--- src/rtl/instr_fetcher.sv ---
// rtl/instr_fetcher.sv - instruction fetch stage with one-entry last-fetch buffer
module instr_fetcher #(
  parameter int PROGRAM_MEM_ADDR_BITS = 8,
  parameter int PROGRAM_MEM_DATA_BITS = 16,
  parameter int COUNT_BITS            = 16
) (
  input  logic                             clk,
  input  logic                             reset,
  input  logic [2:0]                       core_state,
  input  logic [PROGRAM_MEM_ADDR_BITS-1:0] current_pc,
  input  logic                             invalidate,
  output logic                             mem_read_valid,
  output logic [PROGRAM_MEM_ADDR_BITS-1:0] mem_read_address,
  input  logic                             mem_read_ready,
  input  logic [PROGRAM_MEM_DATA_BITS-1:0] mem_read_data,
  output logic [2:0]                       fetcher_state,
  output logic [PROGRAM_MEM_DATA_BITS-1:0] instruction,
  output logic                             fetch_hit,
  output logic [COUNT_BITS-1:0]            miss_count
);

  localparam logic [2:0]            CORE_FETCH  = 3'b001;
  localparam logic [2:0]            CORE_DECODE = 3'b010;
  localparam logic [COUNT_BITS-1:0] COUNT_ONE   = 1;

  typedef enum logic [2:0] {
    IDLE     = 3'b000,
    FETCHING = 3'b001,
    FETCHED  = 3'b010
  } state_e;

  state_e                             state_q, state_d;
  logic                               rd_valid_q, rd_valid_d;
  logic [PROGRAM_MEM_ADDR_BITS-1:0]   rd_addr_q, rd_addr_d;
  logic [PROGRAM_MEM_DATA_BITS-1:0]   instr_q, instr_d;
  logic                               hit_q, hit_d;
  logic [COUNT_BITS-1:0]              miss_q, miss_d;
  logic                               buf_valid_q, buf_valid_d;
  logic [PROGRAM_MEM_ADDR_BITS-1:0]   buf_tag_q, buf_tag_d;
  logic [PROGRAM_MEM_DATA_BITS-1:0]   buf_data_q, buf_data_d;
  logic                               buf_hit;

  // A same-cycle invalidate forces the miss path even when the tag matches.
  assign buf_hit = buf_valid_q && (buf_tag_q == current_pc) && !invalidate;

  always_ff @(posedge clk) begin
    if (reset) begin
      state_q     <= IDLE;
      rd_valid_q  <= 1'b0;
      rd_addr_q   <= '0;
      instr_q     <= '0;
      hit_q       <= 1'b0;
      miss_q      <= '0;
      buf_valid_q <= 1'b0;
      buf_tag_q   <= '0;
      buf_data_q  <= '0;
    end else begin
      state_q     <= state_d;
      rd_valid_q  <= rd_valid_d;
      rd_addr_q   <= rd_addr_d;
      instr_q     <= instr_d;
      hit_q       <= hit_d;
      miss_q      <= miss_d;
      buf_valid_q <= buf_valid_d;
      buf_tag_q   <= buf_tag_d;
      buf_data_q  <= buf_data_d;
    end
  end

  always_comb begin
    state_d     = state_q;
    rd_valid_d  = rd_valid_q;
    rd_addr_d   = rd_addr_q;
    instr_d     = instr_q;
    hit_d       = hit_q;
    miss_d      = miss_q;
    buf_valid_d = buf_valid_q;
    buf_tag_d   = buf_tag_q;
    buf_data_d  = buf_data_q;

    case (state_q)
      IDLE: begin
        if (core_state == CORE_FETCH) begin
          if (buf_hit) begin
            state_d = FETCHED;
            instr_d = buf_data_q;
            hit_d   = 1'b1;
          end else begin
            state_d    = FETCHING;
            rd_valid_d = 1'b1;
            rd_addr_d  = current_pc;
            if (miss_q != '1) begin
              miss_d = miss_q + COUNT_ONE;
            end
          end
        end
      end
      FETCHING: begin
        if (mem_read_ready) begin
          state_d     = FETCHED;
          rd_valid_d  = 1'b0;
          instr_d     = mem_read_data;
          hit_d       = 1'b0;
          buf_valid_d = 1'b1;
          buf_tag_d   = rd_addr_q;
          buf_data_d  = mem_read_data;
        end
      end
      FETCHED: begin
        if (core_state == CORE_DECODE) begin
          state_d = IDLE;
          hit_d   = 1'b0;
        end
      end
      default: state_d = IDLE;
    endcase

    // Applied last so it also discards a fill landing in the same cycle.
    if (invalidate) begin
      buf_valid_d = 1'b0;
    end
  end

  assign fetcher_state    = state_q;
  assign mem_read_valid   = rd_valid_q;
  assign mem_read_address = rd_addr_q;
  assign instruction      = instr_q;
  assign fetch_hit        = hit_q;
  assign miss_count       = miss_q;

endmodule

--- config.mk ---
export PLATFORM = sky130hd
export DESIGN_NAME = instr_fetcher
export DESIGN_NICKNAME = d
export VERILOG_FILES = /design/src/rtl/instr_fetcher.sv
export SDC_FILE = /design/constraint.sdc
export NUM_CORES = 1
export LEC_CHECK = 0
export ABC_AREA = 1
export BUFFER_PORTS_ARGS = -buffer_cell sky130_fd_sc_hd__buf_2
export CORE_MARGIN = 5
export CORE_UTILIZATION = 35
export DETAILED_ROUTE_END_ITERATION = 8
export SLEW_MARGIN = 20
export SYNTH_ARGS = -nofsm -noshare
export SYNTH_HDL_FRONTEND = slang
export SYNTH_SLANG_ARGS = --single-unit
--- constraint.sdc ---
create_clock -name clk -period 1.49 [get_ports clk]
set_input_delay 0.3725 -clock clk [delete_from_list [all_inputs] [get_ports clk]]
set_output_delay 0.3725 -clock clk [all_outputs]
set_load 0.005 [all_outputs]
# After elaboration in Yosys (flattened, before gate mapping)
# Cells that the tools add are included.
# word_totals
out_inout_bits	45
ramBits	0
ff_bits	70
in_bits	31
memories	0
wordCells	53
latchBits	0
romBits	0
# classes
eq_ne	11
n_addsub	1
bitwise_logic	1
magnitude_cmp	0
reduce_logical	14
n_div	0
shift	0
muxes	17
mul	0
# op_table
cell	n
$mux 16	3
$pmux 16 s2	1
$add 16x1->16 const B	1
$ne 16x16->1 const B	1
$reduce_and 4->1	3
$ne 2x2->1 const B	5
$mux 3	3
$pmux 3 s3	1
$eq 8x8->1	1
$eq 3x1->1 const B	2
$eq 3x2->1 const B	2
$mux 1	6
$reduce_and 3->1	2
$reduce_and 5->1	1
$logic_not 3->1	1
$pmux 1 s3	1
$reduce_bool 3->1	1
$logic_and 1x1->1	2
$mux 2	1
$pmux 1 s2	1
$reduce_and 2->1	1
$reduce_bool 2->1	1
$reduce_or 2->1	1
$logic_not 1->1	1
$not 1->1	1

# Logic depth before layout (Yosys ltp)
# Gate-level depths: netlist of the first run.
# depth
depth_word	6
ltp_mapped	11
ltp_nobuf	11

# Worst setup path before layout of the first run
# Ideal clock, no wire load.
# synth_timing
path_kind	register -> register
from	reg state_q[1], in the netlist fetcher_state[1]
to	reg instr_q[15], in the netlist instruction[15]
stages_incl_launch_ff	12
n_path_buf	2
t_required_ps	1375
setup_ps	115
path_slack_ps	-174
t_arrival_ps	1549
period_less_slack_ps	1664
cell_sequence	dfxtp_1 -> inv_1 -> ha_1 -> buf_2 -> inv_1 -> nor2_1 -> o21bai_1 -> a21oi_2 -> buf_4 -> nand4_1 -> nand2_1 -> nor2_1
# synth_between
elab_chain_len	3
elab_cells_between_ends	8
cone_classes	4 x eq/ne; 1 x mux; 3 x reduce/logical
# synth_lines
item	line_no	text
start, declared	32	state_e state_q, state_d;
start signal, assigned	58	state_q <= state_d;
$eq 3x1->1 / $logic_not 3->1 (equally long branches)	81	case (state_q)
$ne 2x2->1 (no line) / $reduce_bool 2->1 (equally long branches)	--	
$reduce_and 4->1 (no line)	--	
end signal, assigned	61	instr_q <= instr_d;
end, declared	35	logic [PROGRAM_MEM_DATA_BITS-1:0] instr_q, instr_d;
# Parallel ways exist; a longest one is shown, timed or not.
# A chain may end at the register's enable or synchronous reset.

# Worst setup path in the final report of the first run
# layout_timing
from	reg state_q[1], in the netlist fetcher_state[1]
to	reg instr_q[12], in the netlist instruction[12]
# The elaborated chain is that of the path after synthesis.

==> impl_metrics.ini, run 1 <==
[run_status]
status = complete, but fails checks
violations = negative setup slack

[sta]
drv_slew = 0
max_freq_mhz = 627
period_minus_slack_ps = 1590
finalSetupViolCount = 33
fin_ws_ps = -105
fin_skew_ps = 9.61
finalSetupTns_ps = -2300
finalHoldViolations = 0
rsz0062_at_grt = true
fin_crit_sh_pct = 107

[clock_network]
cts_tree = built
htreeDepth = 3
cts-hold-fix-buffers = 0
cts_buffers = 9
cts.sinks = 69
clk_latency_ps = 360
clk_pin_slew_ps = 70
ctsRootBufferMaster = clkbuf_8
clockBufferDepth = 2

[synth]
yosys_warnings = 0
syn_area_mm2 = 0.00346
synth_common_cells = nand2_1 (132), nor2_1 (72), dfxtp_1 (69), a21oi_1 (48), nand4_1 (46)
synth.avg_cell_area_um2 = 6.78
muxShareOfSynthArea_pct = 0
synth.area.top_cells = dfxtp_1 (40%), nand2_1 (14%), nand4_1 (8.3%)
synth_compound_area_share_pct = 12.0
synth_xor_area_share_pct = 2.28
ys.flop_type = dfxtp_1
ys_async_sr_fraction_pct = 0
ys_ff_latch = 69
synth_nets = 546
yosysTopAreaCell = dfxtp_1
synthAdderAreaFrac_pct = 1.44
synthSimpleGateAreaFrac_pct = 36.2
synth_top_area_share_pct = 39.9
synth.distinct_cells = 31
yosysMostFrequentCell = nand2_1
ys_seq_area_share_pct = 39.9
synth_edf_count = 0
synth_top_family_by_area = simple AND/OR/NAND/NOR gates
postSynthCellCount = 511

[routing]
drc = 0
wl_per_cell_um = 14.6
num_vias = 3933
postRouteAntennaNets = 0
vias_per_cell = 5.00
drt_iter0_drc = 250
wl_um = 11500
first_pass_iters = 5

[power]
powerDensity_mw_per_mm2 = 1570
p_leak_nw = 2.29
swShare_pct = 35.4
p_switching_w = 0.00296
clockPowerShare_pct = 23.9
pwr-share-comb_pct = 47.1
p_seq_share_pct = 29.1
internal_power_w = 0.00539
max-vdd-ir-drop_mv = 0.664
power.total_w = 0.00835

[setup_path]
start_kind = register
cp.required_ps = 1740
reg2reg_from = fetcher_state[1]
slowest_stage = dfxtp_2
reg2reg_slack_ps = -100
reg2reg_depth = 11
rr_endpoint = instruction[12]
crit_path_max_incr_delay_ps = 360
crit_path_cell_trace = inv_4 > ha_4 > inv_4 > nor2_4 > o21bai_4 > a21oi_4 > buf_12 > buf_12 > nand4_1 > nand2_1 > nor2_1
cp_max_fo = 8
path_delay_family = flip-flops
worstSetupEndpointType = register
arrival_ps = 1850
crit_buf_inv = 4
critPathKind = register to register

[floorplan]
die-area_mm2 = 0.0120
die_h_um = 109
fp.dieW_um = 109
io_pins = 76
initial_core_util_pct = 35.6
design.core.area_mm2 = 0.00973
num_rows = 36

[hold_path]
holdPathEnd = buf_data_q[0]
hold_path.class = primary input to register
hold_depth = 3
hp-start = mem_read_data[0]

[placement]
dp_slack_ps = -177
routabilityCongestion = 0.834
io_buffers = 74
postPlaceCellArea_mm2 = 0.00442
dp_hpwl_um = 7650

[final_layout]
diodes = 0
finish.instance_area_mm2 = 0.00533
areaGrowthSynthToFinish_pct = 53.8
drive_gt1_share_pct = 41.2
regArea_mm2 = 0.00140
nets = 683
fillers = 936
multi_input_area_mm2 = 0.00216

[global_routing]
antenna_found_initial = 0
overflow = 0
grt_max_degree = 28
grt_usage_pct = 20.0
grt_pass1_wl_um = 18800
grt_pass1_vias = 3939

[flow_run]
max-cap-violations = 0
## how the worst max path moves through the flow
| stage | startpoint | to | cells after the start |
|---|---|---|---|
| 5_1_grt | fetcher_state[1] | mem_read_valid | 12 |
| 3_5_place_dp | current_pc[7] | mem_read_address[4] | 11 |
| 3_3_place_gp | current_pc[7] | mem_read_address[7] | 11 |
| 2_1_floorplan | fetcher_state[1] | instruction[15] | 11 |
| 6_report | fetcher_state[1] | instruction[12] | 11 |
| 4_1_cts | fetcher_state[1] | instruction[12] | 11 |
## cell type report
type                       instances  share of cell area (%)
timing repair buffer             153                    22.4
inverter                          38                    2.87
clock inverter                     3                    1.69
multi-input combinational        377                    40.5
tap                              133                    3.12
sequential                        69                    26.3
clock buffer                      13                    3.17
## registers in the layout, indices dropped and copies added, names as in the netlist
signal,flops
buf_data_q,16
buf_tag_q,8
buf_valid_q,1
fetch_hit,1
fetcher_state,2
instruction,16
mem_read_address,8
mem_read_valid,1
miss_count,16
## kinds of logic after synthesis
logic type               Yosys count
AND/OR/NAND/NOR                  280
XOR/XNOR                           9
AO/OA/AOI/OAI                     81
flip-flops                        69
buffers and inverters             67
other                              1
adder cells (fa/ha/maj)            4
## power groups by stage
stage | registers (W) | clock network (W) | logic [W]
after floorplan | 0.00242 | 0 | 0.00172
after global placement | 0.00241 | 0 | 0.00287
final | 0.00243 | 0.00199 | 0.00393
after detailed placement | 0.00243 | 0 | 0.00290
after CTS | 0.00240 | 0.00202 | 0.00362
after global routing | 0.00247 | 0.00211 | 0.00430
## metal layers
layer	share of wire [%]	vias up	track usage, %
met3	6.6	17	4.82
met5	0	-	0
li1	-	1974	-
met2	48	122	32.1
met1	44	1820	25.3
met4	1.8	0	9.26
## repair_timing
item | CTS | global route
cloned | 5 | 1
buffers inserted | 12 | 6
pin swaps | 12 | 46
gates resized for setup | 33 | 77
endpoints found under the setup margin | 41 | 68
## stage by stage
step	std cells	hold slack [ps]	utilization (%)
after detailed placement	746	459	45.4
after floorplan	511	444	-
final	786	290	54.8
after CTS	779	285	51.5
after global placement	746	450	45.4
after global routing	786	292	54.8
## layout by cell type (no fill, tap or decap), types with 2 or more instances in the layout
master      n
buf_12      9
clkbuf_8   12
nand2_4     5
xnor2_1     2
nor3_2      3
nand2_2    30
o21ai_1     2
dfxtp_1    57
buf_6       8
clkinv_1    2
a21oi_1    25
nand2_1    99
nor2_1     67
nand3_1    11
o21ai_0    27
inv_2       3
nor2_4      4
inv_1      29
inv_4       4
buf_16      3
buf_4      57
ha_4        3
buf_2      74
dfxtp_2    11
nor2_2      4
nor3_4      2
nand3_4     5
nand4_1    46
xor2_1      7
bufinv_16   3
a21oi_2    23
nor3_1      3
## tightest hold or removal path: cells and delay by family
| kind | cells | cell delay (ps) |
|---|---|---|
| AND/OR/NAND/NOR | 1 | 70 |
| buffers and inverters | 1 | 90 |
| AO/OA/AOI/OAI | 1 | 70 |
No activity file was read; power rests on OpenSTA's default activity.
==> run 2: changes to the inputs <==
ABC_AREA = not set   (was 1)
==> run 2 against run 1 <==
  * The run still ends with negative setup slack left
  * Sequential share of layout area shrank 0.59 points
  * Final area grew 1.9%
  * Clock power shrank 7%
  * Global-route usage shrank 1.6 points
  * Synthesized cell count shrank 26%
  * Sequential cell count is the same
  * Die area shrank 2.3%
  * Combinational power grew 41%
  * Non-clock buffer count grew 16
  * Clock-buffer cell count is the same
  * Sequential power shrank 5%
  * Critical path type unchanged
==> impl_metrics.ini, run 2 <==
[run_status]
status = complete, but fails checks
violations = negative setup slack

[global_routing]
overflow = 0
grt_usage_pct = 18.4
met1_usage_pct = 22.7
antenna_found_initial = 0
top_usage_layer = met2
grt_max_degree = 32
grt_pass1_vias = 3373
met2_usage_pct = 30.6
use_met3_pct = 4.72
grt_pass1_wl_um = 17000

[synth]
synth_top_area_share_pct = 40.9
synth_common_cells = nand2_1 (71), dfxtp_1 (69), a21oi_1 (44), mux2i_1 (24), nor2_1 (16)
synth.avg_cell_area_um2 = 8.93
postSynthCellCount = 378
yosysTopAreaCell = dfxtp_1
synth_edf_count = 0
yosys_warnings = 0
yosysMostFrequentCell = nand2_1
ys.flop_type = dfxtp_1
synth.distinct_cells = 51
ys_seq_area_share_pct = 40.9
syn_area_mm2 = 0.00338
synth_nets = 413
synth.area.top_cells = dfxtp_1 (41%), nand2_1 (7.9%), mux2i_1 (7.1%)
ys_ff_latch = 69
ys_async_sr_fraction_pct = 0

[clock_network]
ctsRootBufferMaster = clkbuf_8
clockBufferDepth = 2
cts.sinks = 69
clk_pin_slew_ps = 80
htreeDepth = 3
cts_buffers = 9
cts-hold-fix-buffers = 0
cts_tree = built
clk_latency_ps = 350

[floorplan]
die-area_mm2 = 0.0117
num_rows = 35
design.core.area_mm2 = 0.00933
io_pins = 76
initial_core_util_pct = 36.2
die_h_um = 108
fp.dieW_um = 108

[placement]
dp_cells = 607
io_buffers = 74
dp_hpwl_um = 6450
routabilityCongestion = 0.832

[final_layout]
fillers = 794
nets = 564
final_cell_mix = buf_2 (74), nand2_1 (66), buf_4 (63)
final_common_cell = buf_2
areaGrowthSynthToFinish_pct = 60.8
drive_gt1_share_pct = 53.9
final_cells = 663
diodes = 0

[setup_path]
cp_max_fo = 8
arrival_ps = 2100
crit_path_max_incr_delay_ps = 500
critPathKind = register to register
crit_path_cell_trace = inv_4 > ha_4 > nand2_4 > or2_4 > or4_1 > a21oi_1
cp.required_ps = 1750
worstSetupEndpointType = register
slowest_stage = or4_1
start_kind = register

[routing]
drt_iter0_drc = 98
first_pass_iters = 4
wl_per_cell_um = 16.3
drc = 0
num_vias = 3324
postRouteAntennaNets = 0
vias_per_cell = 5.01
wl_um = 10800

[sta]
finalSetupTns_ps = -9690
max_freq_mhz = 545
fin_skew_ps = 10.7
rsz0062_at_grt = true
finalSetupViolCount = 44
fin_ws_ps = -344
drv_slew = 0
period_minus_slack_ps = 1830
finalHoldViolations = 0
fin_crit_sh_pct = 123

[hold_path]
hold_path.class = primary input to register

[power]
powerDensity_mw_per_mm2 = 1790
p_leak_nw = 2.19
max-vdd-ir-drop_mv = 0.832

[flow_run]
max-cap-violations = 0
run 2: cell types whose count changed after synthesis, sizes merged, moves of 24 or more:
cell	delta
inv	-29
mux2i	+24
nand2	-62
nand4	-40
nor2	-58
o21ai	-26
run 2: area by class of cell:
cell class | count | area, um^2 | area share, %
sequential | 69 | 1390 | 25.7
clock inverter | 3 | 65.1 | 1.20
tap | 129 | 161 | 2.97
timing repair buffer | 169 | 1410 | 25.9
clock buffer | 13 | 179 | 3.29
multi-input combinational | 273 | 2200 | 40.5
inverter | 7 | 28.8 | 0.530
run 2: worst paths after layout:
check                   startpoint             end  slack [ps]  depth (start not counted)
setup reg to reg  fetcher_state[1]  miss_count[10]        -340                          6
setup / recovery  fetcher_state[1]  miss_count[10]        -340                          6
hold / removal          invalidate     buf_valid_q         210                          2
hold reg to reg     buf_data_q[14]  buf_data_q[14]         450                          2
run 2: worst max-delay path: cells and delay by family (launching register included):
kind            cells  cell delay, ps
simple gates        3             870
flops               1             340
fa+ha+maj           1             240
compound gates      1             210
buf+inv             1              80
run 2: what timing repair did:
action,4_1_cts,5_1_grt
setup buffers,26,8
setup endpoints to repair,69,48
endpoints found under the hold margin,0,0
gates resized for setup,57,35
pin swaps,22,8
cloned,8,3
run 2: per-stage QoR:
step	util, %	area [um^2]	setup WS (ps)	hold slack (ps)	power (W)
after floorplan	-	3520	-277	436	0.00469
after global placement	46.9	4380	-512	441	0.00565
after detailed placement	46.9	4380	-588	447	0.00571
after CTS	56.5	5270	-297	196	0.00961
after global routing	58.2	5430	-394	205	0.0102
final	58.2	5430	-344	205	0.00973
run 2: power breakdown:
group	total, W	switching [W]	internal [W]
Clock	0.00186	0.000738	0.00112
Combinational	0.00556	0.00258	0.00299
Sequential	0.00230	0.000188	0.00212
Total	0.00973	0.00350	0.00623
run 2: cell families (layout without fill, tap and decap cells):
| logic type | count (synthesis) | after routing | synth area share (%) |
|---|---|---|---|
| AOI/OAI and AO/OA | 81 | 81 | 17.9 |
| xor gates and xnor gates | 8 | 8 | 2.07 |
| DFF | 69 | 69 | 40.9 |
| and+or+nand+nor | 145 | 146 | 21.3 |
| other | 1 | 1 | 0.111 |
| buffers and inverters | 37 | 192 | 5.97 |
| muxes | 33 | 33 | 10.2 |
| adders and majority gates | 4 | 4 | 1.48 |
run 2: metal layers:
layer	vias up	wire [um]
met5	-	0
met1	1586	4840
met2	65	5420
li1	1652	-
met4	0	204
met3	21	370
==> run 3: changes to the inputs <==
CTS_BUF_LIST = sky130_fd_sc_hd__clkbuf_2 sky130_fd_sc_hd__clkbuf_4 sky130_fd_sc_hd__clkbuf_8   (was not set)
SKIP_LAST_GASP = 1   (was not set)
==> run 3 against run 2 <==
  * The flow still finishes with violations (negative setup slack)
  * Cell count is 0.15% higher
  * Die area stayed put
  * Sequential cell count stayed put
  * Wire length is 1.3% lower
  * Clock power hardly changed
  * Critical path depth is 1 higher
==> impl_metrics.ini, run 3 (synthesis gave the netlist of run 2 again) <==
[setup_path]
critPathKind = register to register
rr_endpoint = miss_count[9]
crit_path_max_incr_delay_ps = 330
crit_buf_inv = 2
path_delay_family = flip-flops
slowest_stage = dfxtp_2
crit_path_cell_trace = xor2_1 > nor4_2 > buf_4 > a31o_4 > buf_6 > nor4_4 > mux2_4
crit_end = miss_count[9]
reg2reg_from = buf_tag_q[0]
reg2reg_slack_ps = -270
cp-startpoint = buf_tag_q[0]
start_kind = register
arrival_ps = 1990
cp_max_fo = 8
cp.required_ps = 1720
reg2reg_depth = 7
worstSetupEndpointType = register
path_depth = 7

[placement]
dp_hpwl_um = 6450
routabilityCongestion = 0.832
io_buffers = 74
dp_cells = 607

[routing]
wl_per_cell_um = 16.1
met3_length_um = 472
drt-met1-wl_um = 4670
postRouteAntennaNets = 0
drc = 0
wl_um = 10700
drt_iter0_drc = 130
first_pass_iters = 4
num_vias = 3361
wl_met2_um = 5380
highest_layer = met4
vias_per_cell = 5.06

[power]
p_leak_nw = 2.18
powerDensity_mw_per_mm2 = 1790
max-vdd-ir-drop_mv = 0.830

[final_layout]
final_cells = 664
areaGrowthSynthToFinish_pct = 59.5
diodes = 0
drive_gt1_share_pct = 52.0
final_common_cell = buf_2
nets = 565
final_cell_mix = buf_2 (74), nand2_1 (68), buf_4 (65)

[clock_network]
htreeDepth = 3
clockBufferDepth = 2
cts.sinks = 69
cts_buffers = 9
cts_tree = built
clk_latency_ps = 340
ctsRootBufferMaster = clkbuf_8
clk_pin_slew_ps = 70

[global_routing]
grt_usage_pct = 18.3
grt_pass1_wl_um = 16900
antenna_found_initial = 0
grt_max_degree = 32
overflow = 0
grt_pass1_vias = 3352

[floorplan]
die-area_mm2 = 0.0117
num_rows = 35
die_h_um = 108
fp.dieW_um = 108
design.core.area_mm2 = 0.00933
io_pins = 76
initial_core_util_pct = 36.2

[sta]
period_minus_slack_ps = 1760
fin_crit_sh_pct = 118
rsz0062_at_grt = true
max_freq_mhz = 568
fin_skew_ps = 7.85
fin_ws_ps = -271
finalSetupViolCount = 44
finalSetupTns_ps = -9480
finalHoldViolations = 0
drv_slew = 0

[hold_path]
hold_depth = 2
hold_path.class = primary input to register

[flow_run]
max-cap-violations = 0

[run_status]
status = complete, but fails checks
violations = negative setup slack
-- run 3: cell types whose count changed in the layout (fill, tap and decap cells not counted), moves of 2 or more --
cell,delta
a21oi_1,+8
a21oi_2,-8
buf_4,+2
nand2_1,+2
nand2_2,-2
-- run 3: routing by layer --
layer | track usage, % | up-vias
li1 | - | 1651
met1 | 22.8 | 1615
met2 | 30.2 | 76
met3 | 4.72 | 19
met4 | 7.12 | 0
met5 | 0 | -
-- run 3: worst reg2reg max path, cell delays in order (launching register included) --
cell and delay [ps]:
dfxtp_2 330, xor2_1 160, nor4_2 250, buf_4 170, a31o_4 280, buf_6 140
nor4_4 30, mux2_4 290
-- run 3: through the flow --
stage               area [um^2]  util, %  hold slack (ps)  total power, W  setup slack (ps)
floorplan                  3520        -              436         0.00469              -277
finish                     5390     57.7              215         0.00965              -271
CTS                        5260     56.4              196         0.00960              -297
detailed placement         4380     46.9              447         0.00571              -588
global route               5390     57.7              205          0.0102              -353
global placement           4380     46.9              441         0.00565              -512
-- run 3: area by class of cell --
cell class / count / area, um^2
Sequential cell: 69 / 1390
Clock buffer: 13 / 179
Inverter: 7 / 28.8
Fill cell: 803 / 3940
Clock inverter: 3 / 65.1
Multi-Input combinational cell: 273 / 2150
Tap cell: 129 / 161
Timing Repair Buffer: 170 / 1410
-- run 3: where the power goes --
group / switching [W] / total [W] / internal (W)
clock: 0.000720 / 0.00184 / 0.00112
combinational: 0.00253 / 0.00550 / 0.00297
sequential: 0.000187 / 0.00230 / 0.00212
total: 0.00344 / 0.00965 / 0.00621
-- run 3: how the worst min path moves through the flow --
stage                           endpoint  slack, ps           start
after floorplan            buf_data_q[0]        440   buf_data_q[0]
after global placement    buf_data_q[12]        440  buf_data_q[12]
after detailed placement   buf_data_q[5]        450   buf_data_q[5]
after CTS                    buf_valid_q        200      invalidate
after global routing         buf_valid_q        210      invalidate
final                        buf_valid_q        210      invalidate
-- run 3: timing repair --
action / 4_1_cts / 5_1_grt
pin swaps: 22 / 7
setup endpoints to repair: 69 / 48
gates cloned: 8 / 3
setup buffers: 26 / 9
hold buffers: 0 / 0
gates resized for setup: 53 / 24
